## src/rtl/nx_control_arbiter.sv

```systemverilog
// nx_control_arbiter: shares the nx_control host-command port between
// REQUESTERS sources, tracks owners of response-producing commands and
// routes nx_control responses back to their issuers in order.
// Optional build macro NX_CTRL_ARB_PRIORITY_EN selects fixed priority
// (lowest index wins) instead of round-robin.
module nx_control_arbiter #(
    parameter int unsigned REQUESTERS      = 2,
    parameter int unsigned MAX_OUTSTANDING = 4,
    localparam int unsigned MESSAGE_WIDTH  = 32
) (
    input  logic                                  i_clk,
    input  logic                                  i_rst,
    input  logic [REQUESTERS*MESSAGE_WIDTH-1:0]   i_req_data,
    input  logic [REQUESTERS-1:0]                 i_req_valid,
    output logic [REQUESTERS-1:0]                 o_req_ready,
    output logic [REQUESTERS*MESSAGE_WIDTH-1:0]   o_rsp_data,
    output logic [REQUESTERS-1:0]                 o_rsp_valid,
    input  logic [REQUESTERS-1:0]                 i_rsp_ready,
    output logic [MESSAGE_WIDTH-1:0]              o_ctrl_data,
    output logic                                  o_ctrl_valid,
    input  logic                                  i_ctrl_ready,
    input  logic [MESSAGE_WIDTH-1:0]              i_ctrl_rsp_data,
    input  logic                                  i_ctrl_rsp_valid,
    output logic                                  o_ctrl_rsp_ready,
    output logic                                  o_error
);

    // control_message_t layout: command code in the top byte, payload below
    localparam int unsigned CMD_WIDTH  = 8;
    localparam int unsigned ID_WIDTH   = $clog2(REQUESTERS);
    localparam int unsigned PTR_WIDTH  = $clog2(MAX_OUTSTANDING);
    localparam int unsigned CNT_WIDTH  = PTR_WIDTH + 1;

    localparam logic [CMD_WIDTH-1:0] CONTROL_COMMAND_ACTIVE   = 8'h00;
    localparam logic [CMD_WIDTH-1:0] CONTROL_COMMAND_PARAM    = 8'h01;
    localparam logic [CMD_WIDTH-1:0] CONTROL_COMMAND_STATUS   = 8'h02;
    localparam logic [CMD_WIDTH-1:0] CONTROL_COMMAND_INTERVAL = 8'h03;
    localparam logic [CMD_WIDTH-1:0] CONTROL_COMMAND_RESET    = 8'h04;
    localparam logic [CMD_WIDTH-1:0] CONTROL_COMMAND_TRIGMASK = 8'h05;
    localparam logic [CMD_WIDTH-1:0] CONTROL_COMMAND_CYCLES   = 8'h06;

    // Only PARAM, STATUS and CYCLES make nx_control answer
    function automatic logic is_rsp_cmd(input logic [CMD_WIDTH-1:0] cmd);
        return (cmd == CONTROL_COMMAND_PARAM)  ||
               (cmd == CONTROL_COMMAND_STATUS) ||
               (cmd == CONTROL_COMMAND_CYCLES);
    endfunction

    logic [ID_WIDTH-1:0]      ptr_q;
    logic [MESSAGE_WIDTH-1:0] ctrl_data_q;
    logic                     ctrl_valid_q;
    logic                     error_q;

    logic [ID_WIDTH-1:0]      trk_q [MAX_OUTSTANDING];
    logic [PTR_WIDTH-1:0]     trk_wr_q;
    logic [PTR_WIDTH-1:0]     trk_rd_q;
    logic [CNT_WIDTH-1:0]     trk_cnt_q;
    logic                     trk_full;
    logic                     trk_empty;
    logic [ID_WIDTH-1:0]      trk_head;
    logic                     trk_push;
    logic                     trk_pop;

    logic                     stage_free;
    logic                     gnt_found;
    logic                     gnt_valid;
    logic [ID_WIDTH-1:0]      gnt_id;
    logic [MESSAGE_WIDTH-1:0] gnt_data;
    logic                     gnt_rsp;

    assign trk_full   = (trk_cnt_q == CNT_WIDTH'(MAX_OUTSTANDING));
    assign trk_empty  = (trk_cnt_q == '0);
    assign trk_head   = trk_q[trk_rd_q];
    assign stage_free = !ctrl_valid_q || i_ctrl_ready;

    // Grant search from the pointer; tracker-blocked requesters are skipped
    always_comb begin
        int unsigned idx;
        idx       = 0;
        gnt_found = 1'b0;
        gnt_id    = '0;
        gnt_data  = '0;
        for (int unsigned k = 0; k < REQUESTERS; k++) begin
            idx = (32'(ptr_q) + k) % REQUESTERS;
            if (!gnt_found && i_req_valid[idx] &&
                !(trk_full && is_rsp_cmd(i_req_data[idx*MESSAGE_WIDTH + MESSAGE_WIDTH - CMD_WIDTH +: CMD_WIDTH]))) begin
                gnt_found = 1'b1;
                gnt_id    = ID_WIDTH'(idx);
                gnt_data  = i_req_data[idx*MESSAGE_WIDTH +: MESSAGE_WIDTH];
            end
        end
    end

    assign gnt_valid = !i_rst && stage_free && gnt_found;
    assign gnt_rsp   = is_rsp_cmd(gnt_data[MESSAGE_WIDTH-1 -: CMD_WIDTH]);
    assign trk_push  = gnt_valid && gnt_rsp;
    assign trk_pop   = !i_rst && i_ctrl_rsp_valid && o_ctrl_rsp_ready && !trk_empty;

    // One-hot ready to the granted requester
    always_comb begin
        o_req_ready = '0;
        for (int unsigned i = 0; i < REQUESTERS; i++) begin
            o_req_ready[i] = gnt_valid && (gnt_id == ID_WIDTH'(i));
        end
    end

    // Route the response to the owner at the tracker head
    always_comb begin
        o_rsp_valid = '0;
        o_rsp_data  = '0;
        for (int unsigned i = 0; i < REQUESTERS; i++) begin
            if (trk_head == ID_WIDTH'(i)) begin
                o_rsp_data[i*MESSAGE_WIDTH +: MESSAGE_WIDTH] = i_ctrl_rsp_data;
                o_rsp_valid[i] = i_ctrl_rsp_valid && !trk_empty && !i_rst;
            end
        end
        o_ctrl_rsp_ready = trk_empty ? 1'b1 : i_rsp_ready[trk_head];
    end

    // Command issue stage: load on grant, clear once nx_control takes it
    always_ff @(posedge i_clk) begin
        if (i_rst) begin
            ctrl_valid_q <= 1'b0;
            ctrl_data_q  <= '0;
        end else if (gnt_valid) begin
            ctrl_valid_q <= 1'b1;
            ctrl_data_q  <= gnt_data;
        end else if (i_ctrl_ready) begin
            ctrl_valid_q <= 1'b0;
        end
    end

    // Arbitration pointer
    always_ff @(posedge i_clk) begin
        if (i_rst) begin
            ptr_q <= '0;
        end else begin
`ifdef NX_CTRL_ARB_PRIORITY_EN
            ptr_q <= '0;
`else
            if (gnt_valid) begin
                ptr_q <= (gnt_id == ID_WIDTH'(REQUESTERS - 1)) ? '0 : gnt_id + ID_WIDTH'(1);
            end
`endif
        end
    end

    // Response-owner FIFO
    always_ff @(posedge i_clk) begin
        if (i_rst) begin
            trk_wr_q  <= '0;
            trk_rd_q  <= '0;
            trk_cnt_q <= '0;
            for (int unsigned i = 0; i < MAX_OUTSTANDING; i++) begin
                trk_q[i] <= '0;
            end
        end else begin
            if (trk_push) begin
                trk_q[trk_wr_q] <= gnt_id;
                trk_wr_q        <= trk_wr_q + PTR_WIDTH'(1);
            end
            if (trk_pop) begin
                trk_rd_q <= trk_rd_q + PTR_WIDTH'(1);
            end
            if (trk_push && !trk_pop) begin
                trk_cnt_q <= trk_cnt_q + CNT_WIDTH'(1);
            end else if (!trk_push && trk_pop) begin
                trk_cnt_q <= trk_cnt_q - CNT_WIDTH'(1);
            end
        end
    end

    // Sticky orphan-response flag
    always_ff @(posedge i_clk) begin
        if (i_rst) begin
            error_q <= 1'b0;
        end else if (i_ctrl_rsp_valid && trk_empty) begin
            error_q <= 1'b1;
        end
    end

    assign o_ctrl_data  = ctrl_data_q;
    assign o_ctrl_valid = ctrl_valid_q;
    assign o_error      = error_q;

endmodule

```

## config.mk

```make
export PLATFORM = sky130hd
export DESIGN_NAME = nx_control_arbiter
export DESIGN_NICKNAME = d
export VERILOG_FILES = /design/src/rtl/nx_control_arbiter.sv
export SDC_FILE = /design/constraint.sdc
export NUM_CORES = 1
export LEC_CHECK = 0
export CAP_MARGIN = 0
export CORE_UTILIZATION = 37
export CTS_CLUSTER_SIZE = 28
export DETAILED_ROUTE_END_ITERATION = 8
export PLACE_DENSITY = 0.83
export SETUP_SLACK_MARGIN = 0.05
export SYNTH_ARGS = -nofsm -noshare
export SYNTH_HDL_FRONTEND = slang
export SYNTH_SLANG_ARGS = --single-unit
```

## constraint.sdc

```tcl
create_clock -name i_clk -period 6.3 [get_ports i_clk]
set_input_delay 0.945 -clock i_clk [delete_from_list [all_inputs] [get_ports i_clk]]
set_output_delay 0.945 -clock i_clk [all_outputs]
set_load 0.03 [all_outputs]
```

==> results_dict.tcl <==
set metrics [dict create \
    overflow 0 \
    r2r_cells 13 \
    start_util_pct 38.4 \
    critPathLaunchType "input pin" \
    synth_common_cells "dfxtp_1 (44), nor2_1 (43), nor2b_1 (37)" \
    final_nets 619 \
    ios 207 \
    fill_cells 599 \
    drt-wirelength-per-cell_um 16.0 \
    irDropWorstVdd_mv 0.128 \
    ys.flop_type "dfxtp_1" \
    fin_crit_ns 4.66 \
    cellPowerDensity_mw_per_mm2 177 \
    worstHoldPathCells 2 \
    status "finished, final reports clean" \
    place_hpwl_um 7820 \
    preCtsSetupSlack_ns 1.39 \
    drt_iter0_drc 122 \
    io_buffers 206 \
    yosys-top-cells-area "dfxtp_1 (31%), a31o_2 (8.8%), nor2b_1 (8.3%), and2_1 (7.6%), a22oi_1 (7.0%)" \
    design.die.area_sq_mm 0.00792 \
    yosysWarnings 0 \
    crit_slowest_cell "nor2b_4" \
    die_w_um 89.0 \
    grt_pass1_wl_um 13900 \
    gp_congestion 0.824 \
    clkLatencyLatePin_ns 0.30 \
    fp.coreArea_sq_mm 0.00729 \
    grt_pass1_vias 2801 \
    netlist-cell-type-count 45 \
    synth_largest_area_cell "dfxtp_1" \
    worstPathRequired_ns 6.53 \
    fin_ws_ns 1.64 \
    cts_made_buffers 5 \
    leakagePower_uw 0.00190 \
    synth_edf_count 4 \
    synth_fp_nets 428 \
    rsz0062_at_grt "false" \
    worst_slew_pin_slew_ns 0.950 \
    syn2layout_area_growth_pct 78.2 \
    clkTransAtPathRegs_ns 0.09 \
    holdCritPathClass "reg2reg" \
    clock_skew_ns 0.00893 \
    grt_usage_pct 23.5 \
    num_vias 3130 \
    path_max_fanout 29 \
    cp_slowest_stage_delay_ns 0.67 \
    fin_crit_sh_pct 73.9 \
    slew_viol_final 0 \
    setup_viol 0 \
    async_flop_share_pct 0 \
    fin_hold_ws_ns 0.481 \
    hold_violations 0 \
    cpLargestDelayFamily "simple AND/OR/NAND/NOR gates" \
    drt-pass1-iter-count 4 \
    drive_gt1_share_pct 10.7 \
    criticalPathCategory "in2reg" \
    yosysSeqAreaShare_pct 35.7 \
    n_antenna_cell 0 \
    vias_per_cell 5.11 \
    cp_data_arrival_time_ns 4.88 \
    grt_antenna_before_repair 0 \
    synthesis.area_sq_mm 0.00280 \
    drv_cap 0 \
    cts_tree "built" \
    grt_max_degree 68 \
    ctsResizeCount 0 \
    end_kind "register" \
    syn_area_per_cell_sq_um 8.70 \
    synth.top_cell.area_share_pct 31.5 \
    crit_chain "clkdlybuf4s50_1 -> nor4_1 -> nand2_1 -> o21ai_2 -> nor2b_4 -> a22oi_4 -> mux2i_4 -> nor3_2 -> ha_1 -> inv_1 -> fa_1 -> xor2_1 -> or3_1 -> a21oi_1" \
    htreeDepth 2 \
    root_buffer "clkbuf_8" \
    ant_nets 0 \
    synthCells 322 \
    routed_wirelength_um 9830 \
    rows 31 \
    clockBufferDepth 2 \
    clock-sinks 48 \
    finalSetupTns_ns 0 \
    yosysMostFrequentCell "dfxtp_1" \
    path_buf_inv 2 \
    cp_num_cells 14 \
    fp.dieH_um 89.0 \
    cts_hold_buffers 0 \
    max_freq_mhz 215 \
    relSlewSlack_pct 36.7 \
    cts_setup_buffers 0 \
    drc 0 \
    synth-seq-cells 48 \
]
-- layer usage --
metal	vias up	routed length, um	global-route usage (%)
met5	-	0	0
met4	0	274	10.5
met3	21	1070	7.20
met2	166	4870	43.8
met1	1427	3620	24.3
li1	1516	-	-
-- power breakdown --
| part | internal [uW] | leakage (uW) | switching, uW |
|---|---|---|---|
| registers | 330 | 0.000403 | 13.3 |
| clock network | 89.3 | 0.0000445 | 103 |
| logic | 171 | 0.00145 | 178 |
-- cell type report --
type | count | area (sq um) | share of cell area (%)
clock buffers | 7 | 86.3 | 1.73
well taps | 99 | 124 | 2.48
clock inverters | 1 | 7.51 | 0.150
multi-input cells | 244 | 1670 | 33.5
flip-flops and latches | 48 | 1000 | 20.1
repair buffers | 208 | 2080 | 41.6
inverters | 6 | 22.5 | 0.451
-- sequential cells by signal (all words and copies together) (netlist names), named ones only --
signal        flops
o_ctrl_data      32
o_ctrl_valid      1
o_error           1
ptr_q             1
trk_cnt_q         3
trk_q             4
trk_rd_q          2
trk_wr_q          2
-- worst paths after layout --
kind	start	to	slack, ns
worst max-delay path	i_req_data[30]	trk_cnt_q[2]$_SDFFE_PP0P_	1.64
worst min-delay path	o_ctrl_data[27]$_SDFFE_PP0P_	o_ctrl_data[27]$_SDFFE_PP0P_	0.48
worst max register to register	trk_cnt_q[0]$_SDFFE_PP0P_	trk_cnt_q[2]$_SDFFE_PP0P_	2.48
worst min register to register	o_ctrl_data[27]$_SDFFE_PP0P_	o_ctrl_data[27]$_SDFFE_PP0P_	0.48
-- metrics by stage --
| stage | cell area (sq um) | util [%] | total power (uW) | instances |
|---|---|---|---|---|
| 2_1_floorplan | 2800 | - | 532 | 322 |
| 3_3_place_gp | 4900 | 67.1 | 693 | 605 |
| 3_5_place_dp | 4900 | 67.1 | 699 | 605 |
| 4_1_cts | 4990 | 68.4 | 886 | 613 |
| 5_1_grt | 4990 | 68.4 | 922 | 613 |
| 6_report | 4990 | 68.4 | 884 | 613 |
-- kinds of logic (layout without fill, tap and decap cells) --
kind of cell,Yosys count,in the layout,synth area share (%)
AND/OR/NAND/NOR,145,145,29.2
buffers and inverters,30,222,4.65
XOR/XNOR,4,4,1.25
AO/OA/AOI/OAI,86,86,24.6
multiplexers,7,7,3.44
flip-flops,48,48,35.7
adder cells (fa/ha/maj),2,2,1.16
-- cells in the final DEF, fill, tap and decap left out, drive strengths merged, types with 2 or more instances in the layout --
cell | Yosys | layout
nor4 | 4 | 4
nand3 | 6 | 6
a32o | 3 | 3
o21ai | 13 | 13
a22oi | 27 | 27
a21o | 4 | 4
nor3 | 2 | 2
clkdlybuf4s50 | 0 | 206
buf | 6 | 2
or3 | 2 | 2
a21oi | 6 | 6
mux2i | 5 | 5
a31o | 28 | 28
edfxtp | 4 | 4
inv | 5 | 5
and3 | 2 | 2
nand2 | 10 | 10
nor2 | 43 | 43
xor2 | 3 | 3
nor2b | 38 | 38
clkbuf | 18 | 7
o211ai | 2 | 2
and2 | 34 | 34
dfxtp | 44 | 44
-- worst reg2reg max path: stages (launching register included) --
cell and delay [ns]:
dfxtp_1 0.38, nor3b_2 0.25, o21ai_1 0.15, o21ai_2 0.28, nor2b_4 0.67, a22oi_4 0.19, mux2i_4 0.25, nor3_2 0.31
ha_1 0.24, inv_1 0.06, fa_1 0.38, xor2_1 0.16, or3_1 0.30, a21oi_1 0.13
(Power assumes the default switching activity.)
